===== config.mk =====
export PLATFORM = sky130hd
export DESIGN_NAME = uart_frame_rx_param
export DESIGN_NICKNAME = d
export VERILOG_FILES = /design/src/rtl/uart_frame_rx_param.sv
export SDC_FILE = /design/constraint.sdc
export NUM_CORES = 1
export LEC_CHECK = 0
export ABC_CLOCK_PERIOD_IN_PS = 3500
export BUFFER_PORTS_ARGS = -buffer_cell sky130_fd_sc_hd__buf_4
export CAP_MARGIN = 10
export CORE_UTILIZATION = 44
export CTS_CLUSTER_DIAMETER = 60
export DETAILED_ROUTE_END_ITERATION = 10
export PLACE_DENSITY_LB_ADDON = 0.15
export SYNTH_ARGS = -nofsm -noshare
export SYNTH_HDL_FRONTEND = slang
export SYNTH_SLANG_ARGS = --single-unit

===== constraint.sdc =====
create_clock -name sys_clk -period 3.5 [get_ports sys_clk]
set_input_delay 0.7 -clock sys_clk [delete_from_list [all_inputs] [get_ports sys_clk]]
set_output_delay 0.7 -clock sys_clk [all_outputs]
set_load 0.005 [all_outputs]

===== src/rtl/uart_frame_rx_param.sv =====
// 8N1 UART receiver with a parametrised frame decoder. It checks the header, tail and checksum,
// aborts on framing errors or an inter-byte timeout, and presents the payload as a flat vector.
module uart_frame_rx_param #(
  parameter int         CLK_FREQ     = 50_000_000,
  parameter int         UART_BPS     = 115200,
  parameter int         FRAME_LEN    = 14,
  parameter logic [7:0] HEAD_BYTE    = 8'h55,
  parameter logic [7:0] TAIL_BYTE    = 8'hAA,
  parameter bit         CHK_EN       = 1'b1,
  parameter int         TIMEOUT_BITS = 20
) (
  input  logic                        sys_clk,
  input  logic                        sys_rst_n,
  input  logic                        uart_rxd,
  output logic [7:0]                  byte_data,
  output logic                        byte_valid,
  output logic                        busy,
  output logic [8*(FRAME_LEN-2)-1:0]  frame_data,
  output logic                        frame_valid,
  output logic                        frame_err,
  output logic [2:0]                  err_code
);

  localparam int BPS_CNT  = CLK_FREQ / UART_BPS;
  localparam int PAY_LEN  = FRAME_LEN - 2;
  localparam int CNT_W    = $clog2(BPS_CNT + 1);
  localparam int IDX_W    = $clog2(FRAME_LEN + 1);
  localparam int TO_LIMIT = TIMEOUT_BITS * BPS_CNT;
  localparam int TO_W     = $clog2(TO_LIMIT + 1);

  localparam logic [CNT_W-1:0] CNT_MID      = CNT_W'(BPS_CNT / 2);
  localparam logic [CNT_W-1:0] CNT_LAST     = CNT_W'(BPS_CNT - 1);
  localparam logic [IDX_W-1:0] IDX_TAIL     = IDX_W'(FRAME_LEN - 1);
  localparam logic [IDX_W-1:0] IDX_SUM_LAST = IDX_W'(FRAME_LEN - 3);
  localparam logic [TO_W-1:0]  TO_MAX       = TO_W'(TO_LIMIT);

  typedef enum logic [1:0] {B_IDLE, B_START, B_DATA, B_STOP} bstate_t;
  typedef enum logic [1:0] {F_HUNT, F_COLLECT, F_CHECK} fstate_t;

  // ---------------- input synchroniser ----------------
  logic rxd_meta_q, rxd_sync_q, rxd_prev_q;
  logic start_edge;

  always_ff @(posedge sys_clk or negedge sys_rst_n) begin
    if (!sys_rst_n) begin
      rxd_meta_q <= 1'b1;
      rxd_sync_q <= 1'b1;
      rxd_prev_q <= 1'b1;
    end else begin
      rxd_meta_q <= uart_rxd;
      rxd_sync_q <= rxd_meta_q;
      rxd_prev_q <= rxd_sync_q;
    end
  end

  assign start_edge = rxd_prev_q & ~rxd_sync_q;

  // ---------------- byte FSM ----------------
  bstate_t          bstate_q, bstate_d;
  logic [CNT_W-1:0] bit_cnt_q, bit_cnt_d;
  logic [2:0]       bit_idx_q, bit_idx_d;
  logic [7:0]       shreg_q, shreg_d;
  logic [7:0]       byte_data_q, byte_data_d;
  logic             byte_valid_q, byte_valid_d;
  logic             ferr_q, ferr_d;
  logic             bit_mid, bit_last;

  assign bit_mid  = (bit_cnt_q == CNT_MID);
  assign bit_last = (bit_cnt_q == CNT_LAST);

  always_ff @(posedge sys_clk or negedge sys_rst_n) begin
    if (!sys_rst_n) begin
      bstate_q     <= B_IDLE;
      bit_cnt_q    <= '0;
      bit_idx_q    <= '0;
      shreg_q      <= '0;
      byte_data_q  <= '0;
      byte_valid_q <= 1'b0;
      ferr_q       <= 1'b0;
    end else begin
      bstate_q     <= bstate_d;
      bit_cnt_q    <= bit_cnt_d;
      bit_idx_q    <= bit_idx_d;
      shreg_q      <= shreg_d;
      byte_data_q  <= byte_data_d;
      byte_valid_q <= byte_valid_d;
      ferr_q       <= ferr_d;
    end
  end

  always_comb begin
    bstate_d = bstate_q;
    case (bstate_q)
      B_IDLE:  if (start_edge) bstate_d = B_START;
      B_START: begin
        if (bit_mid && rxd_sync_q) bstate_d = B_IDLE;
        else if (bit_last)         bstate_d = B_DATA;
      end
      B_DATA:  if (bit_last && bit_idx_q == 3'd7) bstate_d = B_STOP;
      B_STOP:  if (bit_mid) bstate_d = B_IDLE;
      default: bstate_d = B_IDLE;
    endcase
  end

  always_comb begin
    bit_cnt_d    = bit_last ? '0 : bit_cnt_q + 1'b1;
    bit_idx_d    = bit_idx_q;
    shreg_d      = shreg_q;
    byte_data_d  = byte_data_q;
    byte_valid_d = 1'b0;
    ferr_d       = 1'b0;
    case (bstate_q)
      B_IDLE: begin
        bit_cnt_d = '0;
        bit_idx_d = '0;
      end
      B_START: begin
        if (bit_mid && rxd_sync_q) bit_cnt_d = '0;
      end
      B_DATA: begin
        if (bit_mid)  shreg_d   = {rxd_sync_q, shreg_q[7:1]};
        if (bit_last) bit_idx_d = bit_idx_q + 1'b1;
      end
      B_STOP: begin
        if (bit_mid) begin
          bit_cnt_d = '0;
          if (rxd_sync_q) begin
            byte_data_d  = shreg_q;
            byte_valid_d = 1'b1;
          end else begin
            ferr_d = 1'b1;
          end
        end
      end
      default: bit_cnt_d = '0;
    endcase
  end

  // ---------------- frame FSM ----------------
  fstate_t            fstate_q, fstate_d;
  logic [IDX_W-1:0]   idx_q, idx_d;
  logic [7:0]         sum_q, sum_d;
  logic [8*PAY_LEN-1:0] pay_q, pay_d;
  logic [8*PAY_LEN-1:0] frame_data_q, frame_data_d;
  logic               frame_valid_q, frame_valid_d;
  logic               frame_err_q, frame_err_d;
  logic [2:0]         err_code_q, err_code_d;
  logic [TO_W-1:0]    to_cnt_q, to_cnt_d;
  logic               is_head, timeout_hit;

  assign is_head     = byte_valid_q && (byte_data_q == HEAD_BYTE);
  // Expiry only aborts between bytes; a byte already on the wire gets to finish.
  assign timeout_hit = (to_cnt_q == TO_MAX) && (bstate_q == B_IDLE);

  always_ff @(posedge sys_clk or negedge sys_rst_n) begin
    if (!sys_rst_n) begin
      fstate_q      <= F_HUNT;
      idx_q         <= '0;
      sum_q         <= '0;
      pay_q         <= '0;
      frame_data_q  <= '0;
      frame_valid_q <= 1'b0;
      frame_err_q   <= 1'b0;
      err_code_q    <= 3'd0;
      to_cnt_q      <= '0;
    end else begin
      fstate_q      <= fstate_d;
      idx_q         <= idx_d;
      sum_q         <= sum_d;
      pay_q         <= pay_d;
      frame_data_q  <= frame_data_d;
      frame_valid_q <= frame_valid_d;
      frame_err_q   <= frame_err_d;
      err_code_q    <= err_code_d;
      to_cnt_q      <= to_cnt_d;
    end
  end

  always_comb begin
    fstate_d = fstate_q;
    case (fstate_q)
      F_HUNT:    if (is_head) fstate_d = F_COLLECT;
      F_COLLECT: begin
        if (byte_valid_q) begin
          if (idx_q == IDX_TAIL) fstate_d = F_CHECK;
        end else if (ferr_q || timeout_hit) begin
          fstate_d = F_HUNT;
        end
      end
      F_CHECK:   fstate_d = F_HUNT;
      default:   fstate_d = F_HUNT;
    endcase
  end

  always_comb begin
    idx_d         = idx_q;
    sum_d         = sum_q;
    pay_d         = pay_q;
    frame_data_d  = frame_data_q;
    frame_valid_d = 1'b0;
    frame_err_d   = 1'b0;
    err_code_d    = err_code_q;
    to_cnt_d      = '0;
    case (fstate_q)
      F_HUNT: begin
        if (is_head) begin
          idx_d = IDX_W'(1);
          sum_d = '0;
        end
      end
      F_COLLECT: begin
        if (byte_valid_q) begin
          idx_d = idx_q + 1'b1;
          if (idx_q != IDX_TAIL) begin
            for (int i = 0; i < PAY_LEN; i++) begin
              if (idx_q == IDX_W'(i + 1)) pay_d[8*i +: 8] = byte_data_q;
            end
            if (idx_q <= IDX_SUM_LAST) sum_d = sum_q + byte_data_q;
          end else if (byte_data_q != TAIL_BYTE) begin
            frame_err_d = 1'b1;
            err_code_d  = 3'd2;
          end else if (CHK_EN && (pay_q[8*PAY_LEN-1 -: 8] != sum_q)) begin
            frame_err_d = 1'b1;
            err_code_d  = 3'd3;
          end else begin
            frame_data_d  = pay_q;
            frame_valid_d = 1'b1;
            err_code_d    = 3'd0;
          end
        end else if (ferr_q) begin
          frame_err_d = 1'b1;
          err_code_d  = 3'd1;
        end else if (timeout_hit) begin
          frame_err_d = 1'b1;
          err_code_d  = 3'd4;
        end else if (to_cnt_q != TO_MAX) begin
          to_cnt_d = to_cnt_q + 1'b1;
        end else begin
          to_cnt_d = to_cnt_q;
        end
      end
      default: ;
    endcase
  end

  assign byte_data   = byte_data_q;
  assign byte_valid  = byte_valid_q;
  assign busy        = (fstate_q != F_HUNT);
  assign frame_data  = frame_data_q;
  assign frame_valid = frame_valid_q;
  assign frame_err   = frame_err_q;
  assign err_code    = err_code_q;

endmodule


==> impl_metrics.json, run 1 <==
{
  "status": "finished, final reports clean",
  "p_total_w": 0.00653,
  "max-slew-margin-rel": 0.406,
  "path_class": "flop to flop",
  "critical-path-max-stage-delay_ns": 0.66,
  "hold-worst-slack_ns": 0.0875,
  "grt_pass1_wl_mm": 37.5,
  "synth_fp_nets": 775,
  "n_fill_cell": 1949,
  "dieArea_mm2": 0.0249,
  "ff_latch_area_mm2": 0.00651,
  "drtPass1Iterations": 4,
  "fin_setup_tns_ns": 0,
  "grt_max_degree": 89,
  "required_ns": 3.91,
  "ant_nets": 0,
  "dp_hpwl_mm": 15.2,
  "routed_wl_mm": 23.3,
  "crit_path_end_kind": "flop",
  "ys.flop_type": "dfrtp_1",
  "synth_seq_area_share": 0.610,
  "post_drt_wl_per_cell_um": 19.0,
  "crit_chain": "xor2_1 > nor4_1 > nand4_1 > nor3_4 > buf_4 > mux2_2",
  "grt_usage": 0.194,
  "via_count": 6480,
  "met1_usage": 0.264,
  "h-tree-depth": 1,
  "fin_crit_sh": 0.852,
  "synthArstFlopShare": 1.00,
  "ys_seq_elements": 260,
  "hold_path.class": "input port to asynchronous set/reset pin",
  "post_synth_inst_count": 754,
  "holdBufCountCts": 0,
  "crit_fanout": 16,
  "antennaDiodeCount": 0,
  "first_iter_violations": 274,
  "syn_avg_cell_area_um2": 14.1,
  "post_cts_resized": 0,
  "drt_drc_violations_left": 0,
  "cts_buffers": 28,
  "reg2reg_slack_ns": 0.52,
  "p_per_area_mw_per_mm2": 501,
  "max_cap_violations": 0,
  "rows": 56,
  "numPortBuffers": 113,
  "synth_edf_count": 0,
  "die_x_um": 158,
  "gp_routability_congestion": 0.770,
  "grt_pass1_vias": 6794,
  "finalCriticalPeriod_ns": 2.98,
  "hold_viol": 0,
  "post-cts-setup-buffers": 0,
  "maxSlewViolCount": 0,
  "startpoint_type": "flop",
  "busiest_layer": "met2",
  "cts_root_buf": "clkbuf_16",
  "peakVddDrop_mv": 0.326,
  "clk_pin_slew_ns": 0.06,
  "arrival_ns": 3.39,
  "antenna_found_initial": 0,
  "yosysWarningCount": 0,
  "initial_utilization": 0.452,
  "ioPinCount": 114,
  "finClkSkew_ns": 0.0127,
  "multi_input_area_mm2": 0.00398,
  "leakagePower_nw": 6.68,
  "insertion_delay_ns": 0.53,
  "global_route.usage.met2": 0.324,
  "viasPerCell": 5.29,
  "cts_sinks": 260,
  "synth_cell_types": 52,
  "cts_buffer_depth": 3,
  "coreArea_mm2": 0.0236,
  "preCtsSetupSlack_ns": 0.568,
  "finalSetupViolCount": 0,
  "max_freq_ghz": 0.335,
  "slowest_stage": "nor4_1",
  "rsz0062_at_grt": "false",
  "grt_overflow": 0,
  "drive_above_1_share": 0.440,
  "area_delta_synth_final_pct": 22.2,
  "timing.final.ws_setup_ns": 0.519,
  "layout.nets": 906,
  "cts_tree": "built",
  "synth_area_mm2": 0.0107,
  "worst_slew_pin_slew_ns": 0.884,
  "use_met3": 0.0331,
  "die_y_um": 158
}
logic make-up (layout without fill, tap and decap cells):
kind of cell               Yosys count  in the layout  share of synthesized area
and+or+nand+nor                    140            140                     0.0683
adders and majority gates           18             18                     0.0218
muxes                              210            210                      0.222
xor gates and xnor gates            32             32                     0.0263
buffers and inverters               43            195                     0.0174
DFF                                260            260                      0.610
AOI/OAI and AO/OA                   51             51                     0.0344
layout by cell type, fill, tap and decap left out, types with 9 or more instances in the layout:
master	instances
nand2_1	33
nor2_1	44
buf_4	126
xor2_1	21
ha_1	17
dfrtp_1	257
clkbuf_8	9
mux2_2	209
inv_1	12
clkbuf_16	29
a21oi_1	12
xnor2_1	11
worst max-delay path: cells and delay by family, from the launching register on:
family / cells / cell delay [ns]
buffers and inverters: 1 / 0.36
flip-flops: 1 / 0.40
AND/OR/NAND/NOR: 3 / 1.56
multiplexers: 1 / 0.36
XOR/XNOR: 1 / 0.17
routing by layer:
metal  vias to the layer above  part of all wire
met3                        37             0.041
li1                       2935                 -
met2                       120              0.49
met1                      3388              0.45
met5                         -                 0
met4                         0             0.020
synth_stat cells, types with 5 or more instances:
cell / count / share of area
dfrtp_1: 257 / 0.60
mux2_2: 209 / 0.22
nor2_1: 44 / 0.015
nand2_1: 33 / 0.012
xor2_1: 21 / 0.017
clkbuf_1: 20 / 0.0070
ha_1: 17 / 0.020
a21oi_1: 12 / 0.0056
inv_1: 12 / 0.0042
xnor2_1: 11 / 0.0090
a22o_1: 8 / 0.0066
nand3_1: 8 / 0.0038
nand4_1: 8 / 0.0047
nor3_1: 8 / 0.0038
o21ai_0: 8 / 0.0038
buf_2: 7 / 0.0033
a21o_1: 6 / 0.0042
nand3b_1: 5 / 0.0035
o211ai_1: 5 / 0.0035
through the flow:
| step | instance area, µm² | utilization | cells |
|---|---|---|---|
| floorplan | 10700 | - | 754 |
| global placement | 12000 | 0.508 | 1174 |
| detailed placement | 12000 | 0.508 | 1174 |
| CTS | 13000 | 0.552 | 1225 |
| global route | 13000 | 0.552 | 1225 |
| finish | 13000 | 0.552 | 1225 |
worst paths after layout:
path	start	end	cells after the start
worst max-delay path	sum_q[5]	frame_data[20]	6
max in group asynchronous	sys_rst_n	frame_data[27]	2
min in group sys_clk	uart_rxd	rxd_meta_q	1
worst max register to register	sum_q[5]	frame_data[20]	6
worst min register to register	rxd_meta_q	rxd_sync_q	0
worst min-delay path	sys_rst_n	frame_data[91]	1
state kept, by name, summed over array words and instances (netlist names), 2 cells and up, named ones only:
register / cells
shreg_q: 8
frame_data: 96
sum_q: 8
idx_q: 4
pay_q: 96
to_cnt_q: 14
byte_data: 8
err_code: 3
bit_cnt_q: 9
bit_idx_q: 3
fstate_q: 2
cell type report:
| class | instances | share of cell area |
|---|---|---|
| Tap cell | 319 | 0.0306 |
| Inverter | 12 | 0.00345 |
| Clock inverter | 9 | 0.0138 |
| Clock buffer | 42 | 0.0663 |
| Sequential cell | 260 | 0.499 |
| Timing Repair Buffer | 132 | 0.0814 |
| Multi-Input combinational cell | 451 | 0.305 |
where the power goes:
group          switching, W  leakage [nW]  total (W)  internal, W
registers         0.0000553          3.61    0.00310      0.00305
logic              0.000104          2.56   0.000163    0.0000586
clock network       0.00119         0.511    0.00326      0.00207
Power figures use the tool's default switching activity.
==> inputs of run 2 (changes only) <==
--- a/config.mk
+++ b/config.mk
@@ -8,6 +8,7 @@
 export ABC_CLOCK_PERIOD_IN_PS = 3500
 export BUFFER_PORTS_ARGS = -buffer_cell sky130_fd_sc_hd__buf_4
 export CAP_MARGIN = 10
+export CORE_ASPECT_RATIO = 0.5
 export CORE_UTILIZATION = 44
 export CTS_CLUSTER_DIAMETER = 60
 export DETAILED_ROUTE_END_ITERATION = 10
==> impl_metrics.json, run 2 (synthesis gave the netlist of run 1 again) <==
{
  "p_total_w": 0.00601,
  "arrival_ns": 3.09,
  "cts_tree": "built",
  "grt_pass1_wl_mm": 36.6,
  "crit_fanout": 82,
  "area_delta_synth_final_pct": 19.6,
  "finClkSkew_ns": 0.00567,
  "die_y_um": 112,
  "path_class": "flop to flop",
  "cts_buffer_depth": 3,
  "clk_pin_slew_ns": 0.06,
  "gp_routability_congestion": 0.819,
  "peakVddDrop_mv": 0.225,
  "max_freq_ghz": 0.373,
  "startpoint": "byte_data[0]",
  "viasPerCell": 5.26,
  "timing.rr.end": "frame_data[20]",
  "h-tree-depth": 1,
  "slowest_stage": "nor4bb_1",
  "grt_pass1_vias": 6630,
  "holdBufCountCts": 0,
  "routed_wl_mm": 22.5,
  "first_iter_violations": 332,
  "cp-endpoint": "frame_data[20]",
  "grt_overflow": 0,
  "p_per_area_mw_per_mm2": 471,
  "dp_hpwl_mm": 14.6,
  "drt_drc_violations_left": 0,
  "rsz0062_at_grt": "false",
  "finalSetupViolCount": 0,
  "max-slew-margin-rel": 0.392,
  "worst_slew_pin_slew_ns": 0.904,
  "final_common_cell": "dfrtp_1",
  "finalCriticalPeriod_ns": 2.68,
  "grt_max_degree": 89,
  "status": "finished, final reports clean",
  "critical_path_cell_count": 5,
  "crit_buf_inv": 1,
  "max_cap_violations": 0,
  "final_cell_mix": "dfrtp_1 (257), mux2_2 (209), buf_4 (126)",
  "fin_area_mm2": 0.0128,
  "r2r_start": "byte_data[0]",
  "hold_viol": 0,
  "reg2reg_depth": 5,
  "ant_nets": 0,
  "final_core_util": 0.548,
  "fin_crit_sh": 0.767,
  "hold_path.class": "input port to asynchronous set/reset pin",
  "post_cts_resized": 0,
  "crit_path_end_kind": "flop",
  "critical-path-max-stage-delay_ns": 0.65,
  "antenna_found_initial": 0,
  "cts_buffers": 24,
  "layout.nets": 900,
  "ioPinCount": 114,
  "die_x_um": 222,
  "cts_root_buf": "clkbuf_16",
  "crit_chain": "nor4bb_1 > nand4_1 > nor3_4 > buf_12 > mux2_2",
  "placed_area_mm2": 0.0119,
  "numPortBuffers": 113,
  "via_count": 6308,
  "post_drt_wl_per_cell_um": 18.7,
  "grt_usage": 0.187,
  "rows": 39,
  "leakagePower_nw": 6.56,
  "startpoint_type": "flop",
  "drive_above_1_share": 0.432,
  "required_ns": 3.90,
  "reg2reg_slack_ns": 0.82,
  "post-cts-setup-buffers": 0,
  "antennaDiodeCount": 0,
  "initial_utilization": 0.458,
  "fin_setup_tns_ns": 0,
  "cts_sinks": 260,
  "path_delay_family": "simple AND/OR/NAND/NOR gates",
  "coreArea_mm2": 0.0233,
  "insertion_delay_ns": 0.52,
  "maxSlewViolCount": 0,
  "drtPass1Iterations": 5,
  "dieArea_mm2": 0.0249
}
## run 2: worst min-delay path by stage
stage / startpoint / endpoint / slack, ns / cells past startpoint
after floorplan: rxd_meta_q / rxd_sync_q / 0.35 / 0
after global placement: rxd_meta_q / rxd_sync_q / 0.35 / 0
after detailed placement: rxd_meta_q / rxd_sync_q / 0.35 / 0
after CTS: sys_rst_n / bit_idx_q[2] / 0.20 / 1
after global routing: sys_rst_n / bit_idx_q[2] / 0.23 / 1
final: sys_rst_n / bit_idx_q[2] / 0.19 / 1
## run 2: cell type report
type                            count  area (µm²)
Clock buffer                       35         723
Clock inverter                      5         100
Fill cell                        1930       10500
Inverter                           12        45.0
Multi-Input combinational cell    451        3980
Sequential cell                   260        6510
Tap cell                          307         384
Timing Repair Buffer              130        1020
## run 2: metrics by stage
step           hold WS [ns]  setup WS [ns]  cells
4_1_cts               0.199          0.832   1200
2_1_floorplan         0.345           1.31    754
6_report              0.188          0.817   1200
3_3_place_gp          0.349          0.929   1160
3_5_place_dp          0.352          0.853   1160
5_1_grt               0.228          0.745   1200
## run 2: layer usage
layer,GRT usage,vias up,share of wire
met5,0,-,0
met4,0.0394,0,0.014
met3,0.0372,34,0.036
met2,0.297,84,0.47
met1,0.269,3298,0.48
li1,-,2892,-
## run 2: report_power, final
group / internal (W) / leakage (nW) / switching, W / total (W)
sequential: 0.00305 / 3.61 / 0.0000544 / 0.00310
combinational: 0.0000590 / 2.55 / 0.000102 / 0.000161
clock: 0.00164 / 0.406 / 0.00110 / 0.00275
